==> config.mk <==
export PLATFORM = sky130hd
export DESIGN_NAME = valid_sync_bank
export DESIGN_NICKNAME = d
export VERILOG_FILES = /design/src/rtl/valid_sync_bank.sv
export SDC_FILE = /design/constraint.sdc
export NUM_CORES = 1
export LEC_CHECK = 0
export BUFFER_PORTS_ARGS = -buffer_cell sky130_fd_sc_hd__buf_2
export CAP_MARGIN = 20
export CORE_MARGIN = 1
export CORE_UTILIZATION = 50
export CTS_CLUSTER_DIAMETER = 150
export DETAILED_ROUTE_END_ITERATION = 6
export GPL_TIMING_DRIVEN = 0
export MAX_ROUTING_LAYER = met4
export PLACE_DENSITY_LB_ADDON = 0.15
export SLEW_MARGIN = 20
export SYNTH_ARGS = -nofsm -noshare
export SYNTH_HDL_FRONTEND = slang
export SYNTH_SLANG_ARGS = --single-unit
==> constraint.sdc <==
create_clock -name clock -period 1.9 [get_ports clock]
set_input_delay 0.095 -clock clock [delete_from_list [all_inputs] [get_ports clock]]
set_output_delay 0.095 -clock clock [all_outputs]
set_load 0.005 [all_outputs]
==> src/rtl/valid_sync_bank.sv <==
// Multi-channel async valid/flag synchroniser with glitch filter, level or toggle-to-pulse mode and edge events.
// Optional sticky event flags are built when VALID_SYNC_BANK_STICKY_EN is defined.
module valid_sync_bank #(
  parameter int unsigned          CHANNELS   = 4,
  parameter int unsigned          DEPTH      = 3,
  parameter logic [CHANNELS-1:0]  INIT       = '0,
  parameter int unsigned          FILTER     = 0,
  parameter logic [CHANNELS-1:0]  PULSE_MASK = '0
) (
  input  logic                clock,
  input  logic                reset,
  input  logic [CHANNELS-1:0] io_in,
`ifdef VALID_SYNC_BANK_STICKY_EN
  input  logic [CHANNELS-1:0] io_clear,
  output logic [CHANNELS-1:0] io_sticky,
`endif
  output logic [CHANNELS-1:0] io_out,
  output logic [CHANNELS-1:0] io_rise,
  output logic [CHANNELS-1:0] io_fall
);

  localparam int unsigned CW = (FILTER == 0) ? 1 : $clog2(FILTER + 1);

  logic [DEPTH-1:0][CHANNELS-1:0] sync_q;
  logic [CHANNELS-1:0]            sq;
  logic [CHANNELS-1:0]            filt_q;
  logic [CHANNELS-1:0]            filt_d;
  logic [CHANNELS-1:0]            hist_q;
  logic [CHANNELS-1:0][CW-1:0]    cnt_q;
  logic [CHANNELS-1:0][CW-1:0]    cnt_d;

  assign sq = sync_q[DEPTH-1];

  // Synchroniser chain, filter state and edge history
  always_ff @(posedge clock) begin
    if (reset) begin
      sync_q <= {DEPTH{INIT}};
      filt_q <= INIT;
      hist_q <= INIT;
      cnt_q  <= '0;
    end else begin
      sync_q <= {sync_q[DEPTH-2:0], io_in};
      filt_q <= filt_d;
      hist_q <= filt_q;
      cnt_q  <= cnt_d;
    end
  end

  // Filter: sq must disagree with filt for FILTER+1 consecutive samples to be accepted
  always_comb begin
    filt_d = filt_q;
    cnt_d  = cnt_q;
    for (int unsigned i = 0; i < CHANNELS; i++) begin
      if (sq[i] == filt_q[i]) begin
        cnt_d[i] = '0;
      end else if (cnt_q[i] == CW'(FILTER)) begin
        filt_d[i] = sq[i];
        cnt_d[i]  = '0;
      end else begin
        cnt_d[i] = cnt_q[i] + CW'(1);
      end
    end
  end

  assign io_rise = filt_q & ~hist_q;
  assign io_fall = ~filt_q & hist_q;
  assign io_out  = (PULSE_MASK & (filt_q ^ hist_q)) | (~PULSE_MASK & filt_q);

`ifdef VALID_SYNC_BANK_STICKY_EN
  logic [CHANNELS-1:0] sticky_set;
  logic [CHANNELS-1:0] sticky_q;

  assign sticky_set = (PULSE_MASK & io_out) | (~PULSE_MASK & io_rise);

  // A new event in the same cycle as a clear keeps the flag set
  always_ff @(posedge clock) begin
    if (reset) begin
      sticky_q <= '0;
    end else begin
      sticky_q <= (sticky_q & ~io_clear) | sticky_set;
    end
  end

  assign io_sticky = sticky_q;
`endif

endmodule

==> results of run 1 <==
[path summary, 6_finish.rpt]
check / from / end / slack, ns / cells past startpoint
worst max-delay path: io_out[2]$_SDFFE_PP0P_ / io_rise[2] / 0.86 / 2
worst min-delay path: sync_q[3]$_SDFF_PP0_ / sync_q[7]$_SDFF_PP0_ / 0.45 / 1
worst max register to register: cnt_q[3]$_SDFF_PP0_ / io_out[3]$_SDFFE_PP0P_ / 1.21 / 2
worst min register to register: sync_q[3]$_SDFF_PP0_ / sync_q[7]$_SDFF_PP0_ / 0.45 / 1
[cell usage after synthesis]
master	instances	area [sq um]
dfxtp_1	24	480
nor2b_2	14	123
nor2b_1	8	50.1
mux2i_1	4	40.0
nor2_2	4	25.0
buf_6	2	22.5
nor2b_4	2	27.5
conb_1	1	3.75
[layer usage]
| metal | track usage [%] | vias to the layer above | part of all wire [%] |
|---|---|---|---|
| li1 | - | 233 | - |
| met1 | 13.7 | 189 | 40 |
| met2 | 21.5 | 15 | 50 |
| met3 | 4.79 | 5 | 4.5 |
| met4 | 14.5 | 0 | 4.6 |
| met5 | - | - | 0 |
[through the flow]
| step | power (W) | instance area, sq um | hold slack (ns) | setup WS, ns |
|---|---|---|---|---|
| 2_1_floorplan | 0.000565 | 783 | 0.224 | 1.25 |
| 3_3_place_gp | 0.000575 | 882 | 0.305 | 1.21 |
| 3_5_place_dp | 0.000577 | 882 | 0.309 | 1.20 |
| 4_1_cts | 0.000844 | 968 | 0.00539 | 0.827 |
| 5_1_grt | 0.000870 | 978 | 0.463 | 0.725 |
| 6_report | 0.000835 | 978 | 0.450 | 0.856 |
[flip-flops by register name (all words and copies together) (netlist names)]
| signal | flops |
|---|---|
| cnt_q | 4 |
| hist_q | 4 |
| io_out | 4 |
| sq | 4 |
| sync_q | 8 |
[report_power, final]
group / switching, W / internal [W] / leakage, nW
registers: 0.00000527 / 0.000520 / 0.197
clock network: 0.000143 / 0.000117 / 0.0210
logic: 0.0000191 / 0.0000305 / 0.236
total: 0.000167 / 0.000667 / 0.454
[cell usage in the layout (no fill, tap or decap), drive strengths merged]
cell type    Yosys  final
dlygate4sd3      0      6
mux2i            4      4
nor2             4      4
conb             1      4
buf              2     18
clkbuf           0      4
dfxtp           24     24
nor2b           24     24
[area by class of cell]
type	count	share of cell area, %
plain buffers	2	2.30
clock buffers	4	3.71
multi-input cells	36	28.6
flip-flops and latches	24	49.1
well taps	15	1.92
repair buffers	22	14.3
[logic make-up after synthesis]
family | after synthesis
AND/OR/NAND/NOR | 28
flip-flops | 24
multiplexers | 4
buffers and inverters | 2
other | 1
==> reports/qor.yml, run 1 <==
outcome:
  status: "completed"
worst_setup_path:
  crit_buf_inv: 1
  cp-start-kind: "flip-flop"
  path_delay_family: "flip-flops"
  path_class: "reg -> out"
  cp.arrival_ns: 0.95
  cpPeakStageDelay_ns: 0.39
  required_ns: 1.80
  path_cells: "nor2b_1 -> buf_2"
  critPathCaptureType: "output port"
  cp_slowest_cell: "dfxtp_1"
  worstPathMaxFanout: 5
clocking:
  cts_setup_buffers: 0
  cts_sinks: 24
  cts_buffers: 3
  cts_htree_levels: 1
  holdBufCountCts: 5
  path_clk_slew_ns: 0.12
  cts_tree: "done"
  cts_resized: 0
  cts_root_buffer: "clkbuf_4"
  insertion_delay_ns: 0.31
  cts_max_path_buffers: 2
drt:
  detail_route.first_pass.iterations: 1
  viasPerCell: 4.29
  drt_iter0_drc: 0
  drc: 0
  vias: 442
  wl_um: 968
  antenna_left: 0
  wl_per_cell_um: 9.40
placement:
  port_buffers: 16
  place_congestion: 0.627
  dpl.cell_count: 93
  dp_hpwl_um: 618
global_routing:
  grt_max_degree: 14
  grt.total_usage_pct: 14.2
  grt_pass1_vias: 372
  overflow: 0
  grt_first_pass_wirelength_mm: 1.39
  antenna_found_initial: 0
logic_synthesis:
  yosysSeqAreaShare_pct: 62.2
  syn_avg_cell_area_sq_um: 13.1
  syn_inst: 59
  synth_top_family_by_area: "simple AND/OR/NAND/NOR gates"
  synth-seq-cells: 24
  ys_warn_count: 0
  synthDistinctLibCells: 8
  synthSimpleGateAreaFrac_pct: 29.2
  synthMuxAreaShare_pct: 5.19
  synth-compound-area-share_pct: 0
  yosys.area_share.xor_xnor_pct: 0
  synth_area_sq_um: 772
  synthAdderAreaFrac_pct: 0
floorplanning:
  core_area_sq_um: 1370
  rows: 13
  start_util_pct: 56.5
  die_w_um: 41.3
  die_area_sq_um: 1710
  ios: 18
  die_y_um: 41.3
sta:
  fin_crit_ns: 1.04
  fin_skew_ns: 0.00180
  timing.final.hold_violations: 0
  drv_slew: 0
  timing.fmax_mhz: 958
  rsz0062_at_grt: "false"
  fin_crit_sh_pct: 55.0
  setup-tns-final_ns: 0
  finalSetupViolations: 0
layout:
  n_fill_cell: 103
  num-nets-final: 95
  area_growth_syn_to_layout_pct: 26.7
  antenna_cells: 0
  multi_input_area_sq_um: 280
  finalNonFillerCells: 103
  drive_above_1_share_pct: 47.7
  layout.area.seq_sq_um: 480
  final_util_pct: 71.6
power_and_ir_drop:
  p_leak_nw: 0.454
  p_per_area_nw_per_um2: 853
  vdd_ir_drop_max_v: 0.000629
min_path:
  hold_class: "reg -> reg"
flow_run:
  drv_cap: 0
(Power assumes the default switching activity.)
==> run 2, diff against run 1 <==
--- a/config.mk
+++ b/config.mk
@@ -8,7 +8,7 @@
 export BUFFER_PORTS_ARGS = -buffer_cell sky130_fd_sc_hd__buf_2
 export CAP_MARGIN = 20
 export CORE_MARGIN = 1
-export CORE_UTILIZATION = 50
+export CORE_UTILIZATION = 44
 export CTS_CLUSTER_DIAMETER = 150
 export DETAILED_ROUTE_END_ITERATION = 6
 export GPL_TIMING_DRIVEN = 0
==> constraint.sdc (replaced) <==
create_clock -name clock -period 0.9 [get_ports clock]
set_input_delay 0.045 -clock clock [delete_from_list [all_inputs] [get_ports clock]]
set_output_delay 0.045 -clock clock [all_outputs]
set_load 0.005 [all_outputs]
==> reports/qor.yml, run 2 (synthesis results as in run 1) <==
outcome:
  status: "finished, violations left"
  violations: "negative setup slack"
worst_setup_path:
  r2r_slack_ns: 0.10  # -1.11 ns
  worstSetupStartpoint: "io_out[2]$_SDFFE_PP0P_"
  path_class: "reg -> out"
  path_cells: "nor2b_2 -> buf_2"
  required_ns: 0.85  # -0.95 ns
  path_delay_family: "flip-flops"
  cpPeakStageDelay_ns: 0.34  # -0.05 ns
  critPathCaptureType: "output port"
  cp.arrival_ns: 0.90  # -0.05 ns
  crit_buf_inv: 1  # unchanged
  cp_slowest_cell: "dfxtp_2"
  worstPathMaxFanout: 3  # -2
  cp-start-kind: "flip-flop"
  r2r-start: "io_out[2]$_SDFFE_PP0P_"
floorplanning:
  start_util_pct: 49.0  # -7.5 points
  die_w_um: 43.9  # +6.3%
  core_area_sq_um: 1580  # +15%
  die_y_um: 43.9  # +6.3%
  die_area_sq_um: 1930  # +13%
  rows: 14  # +1
  ios: 18  # unchanged
drt:
  wl_met2_um: 497  # +1.8%
  viasPerCell: 4.45  # +3.6%
  drt_iter0_drc: 3  # +3
  vias: 467  # +5.7%
  antenna_left: 0  # unchanged
  met1_length_um: 387  # -0.51%
  wl_um: 941  # -2.8%
  top_layer: "met4"
  detail_route.first_pass.iterations: 6  # +5
  drc: 0  # unchanged
  wl_met3_um: 47  # +6.8%
  wl_per_cell_um: 8.96  # -4.6%
layout:
  largest-register: "sync_q"
  area_growth_syn_to_layout_pct: 28.7
  largest_reg_flops: 8  # unchanged
  antenna_cells: 0  # unchanged
  final_cell_mix: "16 x nor2b_2, 16 x dfxtp_1, 16 x buf_2"
  final_util_pct: 63.0  # -8.6 points
  drive_above_1_share_pct: 60.7  # +13 points
  num-nets-final: 97  # +2.1%
  n_fill_cell: 142  # +38%
sta:
  fin_skew_ns: 0.000474  # -0.00133 ns
  fin_crit_sh_pct: 105
  drv_slew: 0  # unchanged
  timing.final.hold_violations: 0  # unchanged
  fin_ws_ns: -0.0419  # -0.898 ns
  finalSetupViolations: 7  # +7
  timing.fmax_mhz: 1060
  fin_crit_ns: 0.942
  rsz0062_at_grt: "true"
  setup-tns-final_ns: -0.182  # -0.182 ns
global_routing:
  grt_first_pass_wirelength_mm: 1.61  # +15%
  overflow: 0  # unchanged
  grt_pass1_vias: 432  # +16%
  antenna_found_initial: 0  # unchanged
  grt.total_usage_pct: 12.2  # -2.0 points
  grt_max_degree: 13  # -1
power_and_ir_drop:
  clkPwrFrac_pct: 25.8  # -5.4 points
  vdd_ir_drop_max_v: 0.000909  # +45%
  p_seq_share_pct: 67.8  # +4.9 points
  p_leak_nw: 0.463  # +2.0%
  power_switching_w: 0.000317  # +89%
  p_comb_share_pct: 6.4  # +0.5 points
  swShare_pct: 19.4  # -0.66 points
  internal_power_w: 0.00132  # +97%
  p_per_area_nw_per_um2: 1640  # +93%
placement:
  place_congestion: 0.652  # +3.9%
  port_buffers: 16  # unchanged
clocking:
  cts_htree_levels: 1  # unchanged
  cts_buffers: 3  # unchanged
  cts_tree: "done"
  cts_sinks: 24  # unchanged
  insertion_delay_ns: 0.29  # -0.02 ns
  path_clk_slew_ns: 0.11  # about the same
  cts_max_path_buffers: 2  # unchanged
  cts_root_buffer: "clkbuf_4"
min_path:
  min-delay-start: "sync_q[6]$_SDFF_PP0_"
  hold_class: "reg -> reg"
flow_run:
  drv_cap: 0  # unchanged
==> run 2: cell types whose count changed in the layout (fill, tap and decap cells not counted), sizes merged <==
cell         before  now
buf              18   21
clkbuf            4    3
dlygate4sd3       6    5
==> run 2: power groups by stage <==
stage,registers [W],logic (W),clock network [W]
floorplan,0.00113,0.0000630,0
global placement,0.00113,0.0000828,0
detailed placement,0.00113,0.0000840,0
CTS,0.00111,0.000104,0.000458
global route,0.00111,0.000115,0.000484
finish,0.00111,0.000104,0.000421
==> run 2: per-layer routing <==
layer / up-vias / track usage (%)
li1: 236 / -
met1: 215 / 12.0
met2: 14 / 20.9
met3: 2 / 2.50
met4: 0 / 9.09
met5: - / -
==> run 2: repair_timing <==
action	in CTS	in global routing
endpoints found under the setup margin	8	8
pin swaps	0	0
gates cloned	0	0
hold endpoints to repair	20	0
hold buffers	5	0
setup buffers	2	1
resized for setup	8	2
==> run 2: final cells by class <==
| cell class | instances | area [sq um] | share of cell area [%] |
|---|---|---|---|
| Clock buffer | 3 | 22.5 | 2.27 |
| Tap cell | 16 | 20.0 | 2.02 |
| Buffer | 2 | 22.5 | 2.27 |
| Timing Repair Buffer | 24 | 153 | 15.4 |
| Multi-Input combinational cell | 36 | 285 | 28.7 |
| Sequential cell | 24 | 490 | 49.4 |
==> run 2: worst register-to-register path, cell delays in order (launching register included) <==
cell,delay [ns]
dfxtp_2,0.34
buf_4,0.13
mux2i_1,0.18
nor2_2,0.04
==> run 2: through the flow <==
stage               hold slack (ns)  setup slack, ns  area (sq um)  std cells  total power [W]
CTS                           0.455          -0.0612           981        104          0.00167
floorplan                     0.174            0.250           783         62          0.00119
finish                        0.447          -0.0419           993        105          0.00163
detailed placement            0.258            0.212           883         94          0.00122
global route                  0.462          -0.0948           993        105          0.00171
global placement              0.254            0.240           883         94          0.00121
==> run 2: final timing paths <==
check,to,depth (start not counted)
min,sq[2]$_SDFF_PP0_,1
max reg2reg,io_out[2]$_SDFFE_PP0P_,3
max,io_rise[2],2
min reg2reg,sq[2]$_SDFF_PP0_,1
==> run 3, diff against run 2 <==
--- a/config.mk
+++ b/config.mk
@@ -5,7 +5,7 @@
 export SDC_FILE = /design/constraint.sdc
 export NUM_CORES = 1
 export LEC_CHECK = 0
-export BUFFER_PORTS_ARGS = -buffer_cell sky130_fd_sc_hd__buf_2
+export BUFFER_PORTS_ARGS = -buffer_cell sky130_fd_sc_hd__buf_4
 export CAP_MARGIN = 20
 export CORE_MARGIN = 1
 export CORE_UTILIZATION = 44
==> reports/qor.yml, run 3 (synthesis results as in run 1) <==
drt:
  drt_iter0_drc: 4  # +1
  wl_per_cell_um: 9.59  # +7.0%
  wl_mm: 1.01  # +7.0%
  drc: 0  # unchanged
  detail_route.first_pass.iterations: 6  # unchanged
  vias: 462  # -1.1%
  viasPerCell: 4.40  # -1.1%
  antenna_left: 0  # unchanged
sta:
  fin_ws_ns: -0.0700  # -0.0281 ns
  rsz0062_at_grt: "true"
  fin_crit_ns: 0.970  # +0.0281 ns
  fin_skew_ns: 0.000309  # -0.000165 ns
  timing.final.hold_violations: 0  # unchanged
  setup-tns-final_ns: -0.423  # -0.241 ns
  finalSetupViolations: 10  # +3
  fin_crit_sh_pct: 108  # +3.1 points
  timing.fmax_mhz: 1030  # -2.9%
  drv_slew: 0  # unchanged
  hold_slack_ns: 0.450  # +0.00225 ns
layout:
  antenna_cells: 0  # unchanged
  final_cell_mix: "16 x nor2b_2, 16 x dfxtp_1, 14 x buf_4"
  largest_reg_flops: 8  # unchanged
  largest-register: "sync_q"
  n_fill_cell: 142  # unchanged
  area_growth_syn_to_layout_pct: 39.2
  num-nets-final: 97  # unchanged
  drive_above_1_share_pct: 64.0  # +3.4 points
worst_setup_path:
  cp_slowest_cell: "dfxtp_2"
  cp-start-kind: "flip-flop"
  critPathCaptureType: "output port"
  cpPeakStageDelay_ns: 0.36  # +0.02 ns
  path_class: "reg -> out"
  worstSetupStartpoint: "io_out[2]$_SDFFE_PP0P_"
  required_ns: 0.85  # about the same
  r2r_slack_ns: 0.12  # +0.02 ns
  crit_buf_inv: 1  # unchanged
  worstPathMaxFanout: 4  # +1
  cp.arrival_ns: 0.92  # +0.02 ns
  path_delay_family: "flip-flops"
  r2r-start: "io_out[2]$_SDFFE_PP0P_"
  path_cells: "nor2b_2 -> buf_4"
outcome:
  violations: "negative setup slack"
  status: "finished, violations left"
min_path:
  hold_class: "reg -> reg"
  min-delay-start: "sync_q[1]$_SDFF_PP0_"
floorplanning:
  core_area_sq_um: 1580  # unchanged
  die_y_um: 43.9  # unchanged
  rows: 14  # unchanged
  die_w_um: 43.9  # unchanged
  start_util_pct: 49.0  # unchanged
  die_area_sq_um: 1930  # unchanged
  ios: 18  # unchanged
clocking:
  cts_tree: "done"
  cts_max_path_buffers: 2  # unchanged
  cts_root_buffer: "clkbuf_4"
  insertion_delay_ns: 0.29  # about the same
  cts_buffers: 3  # unchanged
  cts_htree_levels: 1  # unchanged
  cts_sinks: 24  # unchanged
  path_clk_slew_ns: 0.11  # about the same
global_routing:
  grt_pass1_vias: 437  # +1.2%
  antenna_found_initial: 0  # unchanged
  grt_max_degree: 13  # unchanged
  grt_first_pass_wirelength_mm: 1.63  # +1.3%
  grt.total_usage_pct: 12.5  # +0.28 points
  overflow: 0  # unchanged
power_and_ir_drop:
  p_per_area_nw_per_um2: 1540  # -6.3%
  vdd_ir_drop_max_v: 0.00113  # +25%
  p_leak_nw: 0.470  # +1.5%
placement:
  dp_hpwl_um: 627
  port_buffers: 16  # unchanged
  place_congestion: 0.651  # about the same
  dp_slack_ns: 0.220  # +0.00859 ns
flow_run:
  drv_cap: 0  # unchanged
-- run 3: area by class of cell --
cell class	count	area [sq um]	share of cell area, %
clock buffer	3	22.5	2.10
tap	16	20.0	1.86
timing repair buffer	24	211	19.7
sequential	24	490	45.6
buffer	2	22.5	2.10
multi-input combinational	36	308	28.6
-- run 3: routing by layer --
layer / wire (um) / GRT usage [%] / vias up
met5: 0 / - / -
met4: 15 / 10.9 / 0
met3: 38 / 2.50 / 2
met2: 525 / 21.2 / 12
met1: 428 / 11.8 / 213
li1: - / - / 235
-- run 3: timing repair --
action | CTS | global route
buffers inserted | 1 | 2
gates resized for setup | 8 | 13
hold buffers | 5 | 0
hold endpoints to repair | 20 | 0
setup endpoints to repair | 8 | 8
-- run 3: final timing paths --
kind	end	depth (start not counted)
worst max-delay path	io_rise[2]	2
worst min-delay path	sync_q[5]$_SDFF_PP0_	1
worst max register to register	io_out[2]$_SDFFE_PP0P_	3
worst min register to register	sync_q[5]$_SDFF_PP0_	1
-- run 3: metrics by stage --
stage | instances | total power [W] | cell area (sq um) | utilization, %
2_1_floorplan | 62 | 0.00119 | 783 | -
3_3_place_gp | 94 | 0.00122 | 923 | 58.6
3_5_place_dp | 94 | 0.00123 | 923 | 58.6
4_1_cts | 103 | 0.00168 | 1010 | 64.3
5_1_grt | 105 | 0.00173 | 1070 | 68.2
6_report | 105 | 0.00166 | 1070 | 68.2
-- run 3: power breakdown --
group          switching [W]  internal (W)  total [W]
clock               0.000272      0.000156   0.000428
sequential         0.0000119       0.00110    0.00111
combinational      0.0000423     0.0000759   0.000118
-- run 3: worst reg2reg max path, stage by stage (launching register included) --
cell	delay [ns]
dfxtp_2	0.36
buf_4	0.13
mux2i_1	0.16
nor2_2	0.04
